<file path="src/rtl/ifu_if.sv">
// Fetch-unit bus bundle: redirect from execute, instruction-memory request/response,
// and the decode-side valid/ready stream. The fetch unit uses the master view.
interface ifu_if #(
    parameter int PC_W   = 32,
    parameter int INST_W = 32
);
    logic              redirect_valid;
    logic [PC_W-1:0]   redirect_pc;
    logic              imem_req_valid;
    logic              imem_req_ready;
    logic [PC_W-1:0]   imem_req_addr;
    logic              imem_resp_valid;
    logic [INST_W-1:0] imem_resp_data;
    logic              out_valid;
    logic              out_ready;
    logic [PC_W-1:0]   out_pc;
    logic [PC_W-1:0]   out_pred_pc;
    logic [INST_W-1:0] out_inst;
    logic [31:0]       fetch_cnt;

    modport master (
        input  redirect_valid, redirect_pc,
        input  imem_req_ready, imem_resp_valid, imem_resp_data,
        input  out_ready,
        output imem_req_valid, imem_req_addr,
        output out_valid, out_pc, out_pred_pc, out_inst, fetch_cnt
    );

    modport slave (
        output redirect_valid, redirect_pc,
        output imem_req_ready, imem_resp_valid, imem_resp_data,
        output out_ready,
        input  imem_req_valid, imem_req_addr,
        input  out_valid, out_pc, out_pred_pc, out_inst, fetch_cnt
    );
endinterface

</file>
<file path="src/rtl/ifu.sv">
// Instruction fetch unit: one outstanding imem request, static not-taken prediction,
// redirect from execute discards any wrong-path fetch.
module ifu #(
    parameter int              PC_W     = 32,
    parameter int              INST_W   = 32,
    parameter logic [PC_W-1:0] RESET_PC = 32'h8000_0000
) (
    input logic   clock,
    input logic   reset,
    ifu_if.master bus
);
    typedef enum logic [1:0] {REQ, WAIT, OUT, FLUSH} state_t;

    state_t            state, state_nxt;
    logic [PC_W-1:0]   pc, pc_nxt;
    logic [PC_W-1:0]   pc_inc;
    logic [PC_W-1:0]   redirect_tgt;
    logic [INST_W-1:0] inst, inst_nxt;
    logic [31:0]       cnt, cnt_nxt;
    logic              unused_redirect_lsb;

    assign redirect_tgt        = {bus.redirect_pc[PC_W-1:2], 2'b00};
    assign unused_redirect_lsb = ^bus.redirect_pc[1:0];
    assign pc_inc              = pc + PC_W'(4);

    // A redirect cycle suppresses both the request and the decode handoff.
    assign bus.imem_req_valid = (state == REQ) & ~bus.redirect_valid;
    assign bus.imem_req_addr  = pc;
    assign bus.out_valid      = (state == OUT) & ~bus.redirect_valid;
    assign bus.out_pc         = pc;
    assign bus.out_pred_pc    = pc_inc;
    assign bus.out_inst       = inst;
    assign bus.fetch_cnt      = cnt;

    // NOTE: state registers use non-blocking assignments so every flop samples
    // the pre-edge values regardless of process evaluation order.
    always_ff @(posedge clock) begin
        if (reset) begin
            state <= REQ;
            pc    <= RESET_PC;
            inst  <= '0;
            cnt   <= '0;
        end else begin
            state <= state_nxt;
            pc    <= pc_nxt;
            inst  <= inst_nxt;
            cnt   <= cnt_nxt;
        end
    end

    always_comb begin
        // NOTE: defaults first so every path assigns every output (no latches).
        state_nxt = state;
        pc_nxt    = pc;
        inst_nxt  = inst;
        cnt_nxt   = cnt;
        case (state)
            REQ: begin
                if (bus.redirect_valid) pc_nxt = redirect_tgt;
                else if (bus.imem_req_ready) state_nxt = WAIT;
            end
            WAIT: begin
                if (bus.redirect_valid) begin
                    pc_nxt    = redirect_tgt;
                    state_nxt = bus.imem_resp_valid ? REQ : FLUSH;
                end else if (bus.imem_resp_valid) begin
                    inst_nxt  = bus.imem_resp_data;
                    state_nxt = OUT;
                end
            end
            FLUSH: begin
                // The in-flight response belongs to the abandoned path.
                if (bus.redirect_valid) pc_nxt = redirect_tgt;
                if (bus.imem_resp_valid) state_nxt = REQ;
            end
            OUT: begin
                if (bus.redirect_valid) begin
                    pc_nxt    = redirect_tgt;
                    state_nxt = REQ;
                end else if (bus.out_ready) begin
                    pc_nxt    = pc_inc;
                    cnt_nxt   = cnt + 32'd1;
                    state_nxt = REQ;
                end
            end
            default: state_nxt = REQ;
        endcase
    end
endmodule
</file>
<file path="src/flat_wrapper.sv">
// flat-port wrapper written by rule: the top's interface ports become plain ports
module ifu_flat 
#(
    parameter int              PC_W     = 32,
    parameter int              INST_W   = 32,
    parameter logic [PC_W-1:0] RESET_PC = 32'h8000_0000
)
  (clock, reset, bus_redirect_valid, bus_redirect_pc, bus_imem_req_ready, bus_imem_resp_valid, bus_imem_resp_data, bus_out_ready, bus_imem_req_valid, bus_imem_req_addr, bus_out_valid, bus_out_pc, bus_out_pred_pc, bus_out_inst, bus_fetch_cnt);
  ifu_if #(.PC_W(PC_W), .INST_W(INST_W)) bus_i ();
  input logic clock;
  input logic reset;
  input wire logic [$bits(bus_i.redirect_valid)-1:0] bus_redirect_valid;
  input wire logic [$bits(bus_i.redirect_pc)-1:0] bus_redirect_pc;
  input wire logic [$bits(bus_i.imem_req_ready)-1:0] bus_imem_req_ready;
  input wire logic [$bits(bus_i.imem_resp_valid)-1:0] bus_imem_resp_valid;
  input wire logic [$bits(bus_i.imem_resp_data)-1:0] bus_imem_resp_data;
  input wire logic [$bits(bus_i.out_ready)-1:0] bus_out_ready;
  output wire logic [$bits(bus_i.imem_req_valid)-1:0] bus_imem_req_valid;
  output wire logic [$bits(bus_i.imem_req_addr)-1:0] bus_imem_req_addr;
  output wire logic [$bits(bus_i.out_valid)-1:0] bus_out_valid;
  output wire logic [$bits(bus_i.out_pc)-1:0] bus_out_pc;
  output wire logic [$bits(bus_i.out_pred_pc)-1:0] bus_out_pred_pc;
  output wire logic [$bits(bus_i.out_inst)-1:0] bus_out_inst;
  output wire logic [$bits(bus_i.fetch_cnt)-1:0] bus_fetch_cnt;
  assign bus_i.redirect_valid = bus_redirect_valid;
  assign bus_i.redirect_pc = bus_redirect_pc;
  assign bus_i.imem_req_ready = bus_imem_req_ready;
  assign bus_i.imem_resp_valid = bus_imem_resp_valid;
  assign bus_i.imem_resp_data = bus_imem_resp_data;
  assign bus_i.out_ready = bus_out_ready;
  assign bus_imem_req_valid = bus_i.imem_req_valid;
  assign bus_imem_req_addr = bus_i.imem_req_addr;
  assign bus_out_valid = bus_i.out_valid;
  assign bus_out_pc = bus_i.out_pc;
  assign bus_out_pred_pc = bus_i.out_pred_pc;
  assign bus_out_inst = bus_i.out_inst;
  assign bus_fetch_cnt = bus_i.fetch_cnt;
  ifu #(.PC_W(PC_W), .INST_W(INST_W), .RESET_PC(RESET_PC)) u_core (.clock(clock), .reset(reset), .bus(bus_i));
endmodule
</file>
<file path="config.mk">
export PLATFORM = sky130hd
export DESIGN_NAME = ifu_flat
export DESIGN_NICKNAME = d
export VERILOG_FILES = /design/src/rtl/ifu_if.sv /design/src/rtl/ifu.sv /design/src/flat_wrapper.sv
export SDC_FILE = /design/constraint.sdc
export NUM_CORES = 1
export LEC_CHECK = 0
export ABC_AREA = 0
export CAP_MARGIN = 5
export CORE_ASPECT_RATIO = 0.6
export CORE_MARGIN = 2
export CORE_UTILIZATION = 46
export CTS_BUF_LIST = sky130_fd_sc_hd__clkbuf_4 sky130_fd_sc_hd__clkbuf_8 sky130_fd_sc_hd__clkbuf_16
export CTS_CLUSTER_DIAMETER = 40
export DETAILED_ROUTE_END_ITERATION = 8
export GPL_ROUTABILITY_DRIVEN = 0
export HOLD_SLACK_MARGIN = 0.15
export PLACE_DENSITY_LB_ADDON = 0.1
export RECOVER_POWER = 100
export SKIP_LAST_GASP = 1
export SYNTH_ARGS = -nofsm -noshare
export SYNTH_HDL_FRONTEND = slang
export SYNTH_SLANG_ARGS = --single-unit
</file>
<file path="constraint.sdc">
create_clock -name clock -period 3.75 [get_ports clock]
set_clock_uncertainty 0.1 [all_clocks]
set_input_delay 0.75 -clock clock [delete_from_list [all_inputs] [get_ports clock]]
set_output_delay 0.75 -clock clock [all_outputs]
set_load 0.05 [all_outputs]
</file>
Word-level counts from Yosys, hierarchy flattened
Cells that the tools add are included.

Register bits after elaboration: 98. Input port bits: 70. Output and inout bits: 162. Word-level logic and storage cells: 37.

Add/sub/neg operators: 2. Equality and inequality tests: 9. Mux-type cells: 13. Bitwise logic cells: 3. Reduce and logical (&&, ||, !) cells: 6.

Operators with widths (number): $mux 32 (3); $pmux 32 s2 (1); $add 32x1->32 const B (1); $add 32x3->32 const B (1); $mux 2 (8); $pmux 2 s4 (1); $ne 2x2->1 const B (3); $ne 3x3->1 const B (2); $reduce_and 3->1 (2); $reduce_and 5->1 (1); $eq 2x2->1 const B (2); $reduce_or 3->1 (1); $and 1x1->1 (2); $eq 2x1->1 const B (1); $logic_not 2->1 (1); $ne 2x1->1 const B (1); $reduce_and 2->1 (1); $not 1->1 (1).

Depth between registers and ports, before layout
Gate-level depths: netlist of the first run.

Word-level depth: 4. Mapped depth: 8. Mapped depth without buffers: 5.

Worst setup path before layout of the first run
No wires, ideal clock.

Kind: reg-to-output. From: reg u_core.pc[10] (netlist: u_core.bus.imem_req_addr[10]). To: out bus_out_pred_pc[27]. Arrival: 2832 ps. Data required time: 2900 ps. Setup slack: 68 ps. Cell stages (with the launch flop): 9. Buffers on the path: 4. Cell sequence: dfxtp_1 clkbuf_2 nand4_4 or3_1 buf_2 buf_6 buf_2 nor3_1 xor2_1.

Cells in the longest elaborated chain, start to end: 1.

Ends and longest elaborated chain: start, declared (RTL line ifu.sv:15) `logic [PC_W-1:0] pc, pc_nxt;`; start signal, assigned (RTL line ifu.sv:45) `pc <= pc_nxt;`; $add 32x3->32 (RTL line ifu.sv:24) `assign pc_inc = pc + PC_W'(4);`; end, declared (RTL line flat_wrapper.sv:22) `output wire logic [$bits(bus_i.out_pred_pc)-1:0] bus_out_pred_pc;`.

No other way between the ends.

Worst setup path after layout of the first run
From: reg u_core.pc[6] (netlist: u_core.bus.imem_req_addr[6]). To: out bus_out_pred_pc[17].

Same word-level chain as after synthesis.

==> impl_metrics.py, run 1 <==
metrics = {
    "global_route": {
        "antenna_found_initial": 0,
        "grt_max_degree": 35,
        "grt-ovfl-total": 0,
        "grt_pass1_wl_um": 27700,
        "grt_pass1_vias": 5363,
        "grtUsageTotal": 0.279,
    },
    "placed_design": {
        "postPlaceCellArea_um2": 7570,
        "place_inst": 997,
        "io_buffers": 223,
        "dpl.hpwl_um": 13100,
    },
    "clocking": {
        "hold_buffers": 0,
        "cts_num_sinks": 96,
        "cts.path.max_buffers": 2,
        "cts-buffers-inserted": 9,
        "htree_levels": 3,
        "cts-root-buf": "clkbuf_16",
        "tritoncts": "done",
        "clkLatencyLatePin_ns": 0.35,
        "clk_transition_reported_paths_ns": 0.07,
    },
    "finish": {
        "fin_area_um2": 7710,
        "antenna_cells": 0,
        "area_growth_pct": 44.9,
        "ff_latch_area_um2": 1920,
        "final_nets": 920,
        "fin_cells": 1012,
        "multiInputGateArea_um2": 2900,
        "fillers": 942,
        "drive_gt1_frac": 0.0587,
    },
    "min_path": {
        "min_to": "u_core.bus.out_inst[9]",
        "hold_class": "flop to flop",
        "holdPathStages": 2,
        "worstHoldStart": "u_core.bus.out_inst[9]",
    },
    "setup_path": {
        "crit_buf_inv": 2,
        "r2r_cells": 5,
        "crit_slowest_cell": "or3_1",
        "cpPeakStageDelay_ns": 0.59,
        "path_delay_family": "simple AND/OR/NAND/NOR gates",
        "timing.rr.end": "u_core.bus.imem_req_addr[22]",
        "cp.required_ns": 2.90,
        "critPathMaxFanout": 16,
        "crit_arrival_ns": 2.75,
        "r2r-start": "u_core.bus.imem_req_addr[6]",
        "reg2reg_slack_ns": 1.03,
        "cp-start-kind": "flop",
        "cp-end-kind": "output port",
        "critPathKind": "flop to output port",
        "crit_chain": "nand4_4 > or3_1 > buf_4 > nor2_1 > xor2_1 > dlymetal6s2s_1",
    },
    "floorplanning": {
        "row_count": 30,
        "initial_core_util": 0.471,
        "core_um2": 11300,
        "die_area_um2": 12500,
        "io_pins": 232,
        "fp.dieH_um": 87.3,
        "die_w_um": 143,
    },
    "timing": {
        "setup_tns_ns": 0,
        "slew_viol_final": 0,
        "fmax_mhz": 278,
        "slew_headroom": 0.0473,
        "setup_viol": 0,
        "hold_ws_ns": 0.351,
        "finalCritPeriodShare": 0.960,
        "worstMarginPinSlew_ns": 1.43,
        "rsz0062_at_grt": "false",
        "finalHoldViolCount": 0,
        "min_period_ns": 3.60,
    },
    "logic_synthesis": {
        "synth_cell_types": 58,
        "syn_inst": 680,
        "ys_seq_area_frac": 0.361,
        "netlist_area_um2": 5330,
        "synth_edf_count": 0,
        "yosysWarnings": 0,
        "synth_seq_cells": 96,
        "avgSynthCellArea_um2": 7.83,
        "synth_top_flop_cell": "dfxtp_1",
        "async_flop_share": 0,
    },
    "pwr": {
        "power_density_nw_per_um2": 348,
        "cellLeakagePower_nw": 3.06,
        "peakVddDrop_uv": 231,
        "finalPower_mw": 2.69,
    },
    "drt": {
        "drt-vias-per-instance": 5.70,
        "drt_iter0_drc": 502,
        "remaining_drc_errors": 0,
        "num_vias": 5766,
        "ant_nets": 0,
        "post_drt_wl_per_cell_um": 17.7,
        "wirelength_um": 17900,
        "first_pass_iters": 5,
    },
    "run": {
        "drv_cap": 0,
    },
    "outcome": {
        "status": "finished clean",
    },
}
## cells in the mapped netlist (6+ instances only)
cell type | count | area, µm²
o21ai_0 | 17 | 85.1
and4_1 | 10 | 87.6
a311oi_1 | 6 | 52.6
nor3_1 | 16 | 80.1
o41ai_1 | 8 | 70.1
nand3_1 | 23 | 115
and3_1 | 10 | 62.6
xnor2_1 | 22 | 193
or3_1 | 8 | 50.1
o311ai_0 | 7 | 61.3
nor2b_1 | 8 | 50.1
nand2_1 | 114 | 428
or2_2 | 6 | 37.5
xor2_1 | 19 | 166
dfxtp_1 | 96 | 1920
or4_1 | 14 | 105
nor2_1 | 40 | 150
buf_4 | 36 | 270
nand4_1 | 25 | 156
o31ai_1 | 13 | 97.6
a21oi_1 | 52 | 260
a211oi_1 | 6 | 45.0
nor4_1 | 15 | 93.8
clkbuf_1 | 44 | 165
inv_1 | 12 | 45.0
## how the worst max path moves through the flow
| stage | end | start | slack (ns) | cells after the start |
|---|---|---|---|---|
| 2_1_floorplan | bus_out_pred_pc[27] | u_core.bus.imem_req_addr[10] | 0.07 | 8 |
| 3_3_place_gp | bus_out_pred_pc[13] | u_core.bus.imem_req_addr[6] | 0.56 | 5 |
| 3_5_place_dp | bus_out_pred_pc[16] | u_core.bus.imem_req_addr[6] | 0.47 | 4 |
| 4_1_cts | bus_out_pred_pc[16] | u_core.bus.imem_req_addr[6] | 0.09 | 4 |
| 5_1_grt | bus_out_pred_pc[17] | u_core.bus.imem_req_addr[6] | 0.04 | 6 |
| 6_report | bus_out_pred_pc[17] | u_core.bus.imem_req_addr[6] | 0.15 | 6 |
## through the flow
| step | worst slack [ns] | utilization |
|---|---|---|
| 2_1_floorplan | 0.0676 | - |
| 3_3_place_gp | 0.562 | 0.670 |
| 3_5_place_dp | 0.475 | 0.670 |
| 4_1_cts | 0.0918 | 0.698 |
| 5_1_grt | 0.0421 | 0.683 |
| 6_report | 0.150 | 0.683 |
## per-layer routing
layer  GRT usage  share of wire  wire length, µm
met1       0.387           0.45             7980
met2       0.435           0.46             8160
met3      0.0797          0.091             1620
met4      0.0540         0.0074              133
met5           0              0                0
## layout make-up
class                   instances  area share
clock inverters                 6      0.0117
clock buffers                   9      0.0292
multi-input cells             488       0.375
flip-flops and latches         96       0.249
repair buffers                241       0.303
well taps                     160      0.0259
inverters                      12     0.00584
## cells by family after synthesis
logic type / synth area share
AOI/OAI and AO/OA: 0.165
xor gates and xnor gates: 0.0674
adders and majority gates: 0.00470
buffers and inverters: 0.0994
DFF: 0.361
muxes: 0.0106
other: 0.000704
and+or+nand+nor: 0.291
## where the power goes
part | switching, mW | internal [mW] | leakage (nW)
logic | 0.383 | 0.203 | 2.13
clock network | 0.420 | 0.585 | 0.152
registers | 0.0511 | 1.05 | 0.781
## what timing repair did
action	4_1_cts	5_1_grt
buffers inserted	0	0
resized for setup	0	3
endpoints found under the hold margin	0	0
endpoints found under the setup margin	0	3
## cells in the final DEF, fill, tap and decap left out, types with 3 or more instances in the layout
cell             Yosys  final
clkdlybuf4s50_1      0     67
a311oi_1             6      6
or3_1                8      8
nor4_1              15     15
nor2b_1              8      8
dlymetal6s2s_1       0      5
xnor2_1             22     22
or2_2                6      6
a211oi_1             6      6
buf_4               36     10
o41ai_1              8      8
nor2_1              40     39
o211a_1              4      4
o2111a_1             3      3
nand2_1            114    114
nor3_1              16     16
o311ai_0             7      7
o21ai_0             17     17
or4_1               14     14
nand3_1             23     23
and4_1              10     10
clkbuf_2             2      3
nand4_1             25     25
and3_1              10     10
buf_12               0      5
dlygate4sd3_1        0    134
clkbuf_1            44     15
xor2_1              19     19
o31ai_1             13     13
a21oi_1             52     52
conb_1               1      6
a31oi_1              3      3
dfxtp_1             96     96
clkbuf_16            0      9
mux2_2               5      5
inv_1               12     12
## sequential cells by signal, summed over array words and instances (netlist names)
name	cells
u_core.bus.out_inst	32
u_core.bus.fetch_cnt	32
u_core.bus.imem_req_addr	30
u_core.state	2
## worst register-to-register path, cell delays in order (launching register included)
cell and delay, ns:
dfxtp_1 0.51, nand4_4 0.30, or3_1 0.60, buf_4 0.27, o41a_1 0.43, a2111oi_0 0.38
Note: power is estimated with default switching activity, not from simulation.
==> run 2, diff against run 1 <==
- CELL_PAD_IN_SITES_DETAIL_PLACEMENT: unset -> 0
- CELL_PAD_IN_SITES_GLOBAL_PLACEMENT: unset -> 2
- CORE_UTILIZATION: 46 -> 25
==> run 2 against run 1 <==
Compared with the run above:
- the flow now finishes with violations (capacitance limit, slew limit)
- die area grew 80%
- final area is 2.5% higher
- routed wire length is 13% higher
- sequential power barely moved
- via count decreased by 2.9%
- non-clock buffer count grew 4
- total power decreased by 1.7%
- combinational power up 2%
- fmax rose by 1.7%
- global-route usage down 10 points
- largest cell class unchanged
- largest power group unchanged
==> impl_metrics.py, run 2 (same netlist as run 1, synthesis figures left out) <==
metrics = {
    "outcome": {
        "status": "finished with violations",
        "violations": "capacitance limit, slew limit",
    },
    "min_path": {
        "holdPathStages": 2,
        "hold_class": "flop to flop",
    },
    "timing": {
        "slew_viol_final": 30,
        "finalCritPeriodShare": 0.943,
        "setup_viol": 0,
        "worstMarginPinSlew_ns": 1.58,
        "min_period_ns": 3.54,
        "slew_headroom": -0.0553,
        "rsz0062_at_grt": "false",
        "hold_ws_ns": 0.351,
        "setup_tns_ns": 0,
        "finalHoldViolCount": 0,
        "fmax_mhz": 283,
    },
    "finish": {
        "drive_gt1_frac": 0.0747,
        "area_growth_pct": 48.4,
        "final_nets": 924,
        "final_cell_mix": "134 x dlygate4sd3_1, 114 x nand2_1, 96 x dfxtp_1, 66 x clkdlybuf4s50_1, 52 x a21oi_1",
        "final_common_cell": "dlygate4sd3_1",
        "antenna_cells": 0,
    },
    "floorplanning": {
        "die_area_um2": 22500,
        "fp.dieH_um": 117,
        "io_pins": 232,
        "core_um2": 20900,
        "row_count": 41,
        "initial_core_util": 0.254,
        "die_w_um": 192,
    },
    "setup_path": {
        "cp-start-kind": "flop",
        "crit_chain": "nand4_2 > buf_4 > nor4_1 > nand2_1 > xnor2_1 > clkdlybuf4s15_2",
        "critPathMaxFanout": 8,
        "cp.required_ns": 2.90,
        "crit_arrival_ns": 2.69,
        "cp-end-kind": "output port",
        "critPathKind": "flop to output port",
        "cpPeakStageDelay_ns": 0.49,
        "r2r_cells": 5,
        "crit_slowest_cell": "dfxtp_1",
    },
    "clocking": {
        "clkLatencyLatePin_ns": 0.35,
        "tritoncts": "done",
        "cts.path.max_buffers": 2,
        "htree_levels": 3,
        "post_cts_buffers": 0,
        "post_cts_resize_count": 0,
        "hold_buffers": 0,
        "cts-buffers-inserted": 9,
        "cts-root-buf": "clkbuf_16",
        "cts_num_sinks": 96,
        "clk_transition_reported_paths_ns": 0.08,
    },
    "drt": {
        "num_vias": 5596,
        "post_drt_wl_per_cell_um": 17.8,
        "remaining_drc_errors": 0,
        "drt-vias-per-instance": 4.93,
        "wirelength_um": 20200,
        "first_pass_iters": 4,
        "ant_nets": 0,
        "drt_iter0_drc": 300,
    },
    "global_route": {
        "grt-ovfl-total": 0,
        "grt_pass1_vias": 5169,
        "grt_max_degree": 56,
        "grtUsageTotal": 0.176,
        "antenna_found_initial": 0,
        "grt_pass1_wl_um": 30200,
    },
    "placed_design": {
        "dpl.hpwl_um": 14800,
        "io_buffers": 223,
    },
    "pwr": {
        "power_density_nw_per_um2": 334,
        "cellLeakagePower_nw": 3.10,
        "peakVddDrop_uv": 209,
    },
    "run": {
        "drv_cap": 1,
    },
}
## run 2: cell count changes in the layout (fill, tap and decap cells not counted), sizes merged
| cell | previous run | this run |
|---|---|---|
| bufinv | 2 | 0 |
| clkbuf | 27 | 28 |
| clkdlybuf4s50 | 67 | 66 |
| dlymetal6s2s | 5 | 3 |
| inv | 14 | 17 |
| clkinvlp | 1 | 0 |
| buf | 16 | 23 |
## run 2: path summary, 6_finish.rpt
path	startpoint	end	slack (ns)
setup / recovery	u_core.bus.imem_req_addr[6]	bus_out_pred_pc[31]	0.21
setup reg to reg	u_core.bus.imem_req_addr[6]	u_core.bus.imem_req_addr[17]	1.12
hold reg to reg	u_core.bus.out_inst[29]	u_core.bus.out_inst[29]	0.35
hold / removal	u_core.bus.out_inst[29]	u_core.bus.out_inst[29]	0.35
## run 2: power breakdown
part / internal (mW) / switching (mW)
logic: 0.209 / 0.390
registers: 1.05 / 0.0502
clock network: 0.487 / 0.458
total: 1.74 / 0.898
## run 2: layout make-up
type,count,area [µm²]
inverters,12,45.0
well taps,279,349
clock inverters,6,57.6
multi-input cells,488,2890
fillers,2147,13000
clock buffers,10,239
flip-flops and latches,96,1920
repair buffers,245,2400
## run 2: critical path, delay by kind of cell (launching register included)
family                 cells  cell delay [ns]
XOR/XNOR                   1             0.19
AND/OR/NAND/NOR            3             0.97
buffers and inverters      2             0.67
flip-flops                 1             0.49
## run 2: through the flow
step	power [mW]	util	setup slack, ns	instance area, µm²	instances
after floorplan	1.51	-	0.0676	5340	685
after global placement	1.76	0.372	0.574	7780	1120
after detailed placement	1.77	0.372	0.553	7780	1120
after CTS	2.74	0.386	0.142	8070	1136
after global routing	2.76	0.378	0.0306	7910	1136
final	2.64	0.378	0.212	7910	1136
## run 2: layer usage
metal / share of wire / vias up / GRT usage
met4: 0.0067 / 0 / 0.0326
met3: 0.061 / 11 / 0.0453
met2: 0.42 / 163 / 0.256
li1: - / 2742 / -
met1: 0.51 / 2680 / 0.261
met5: 0 / - / 0
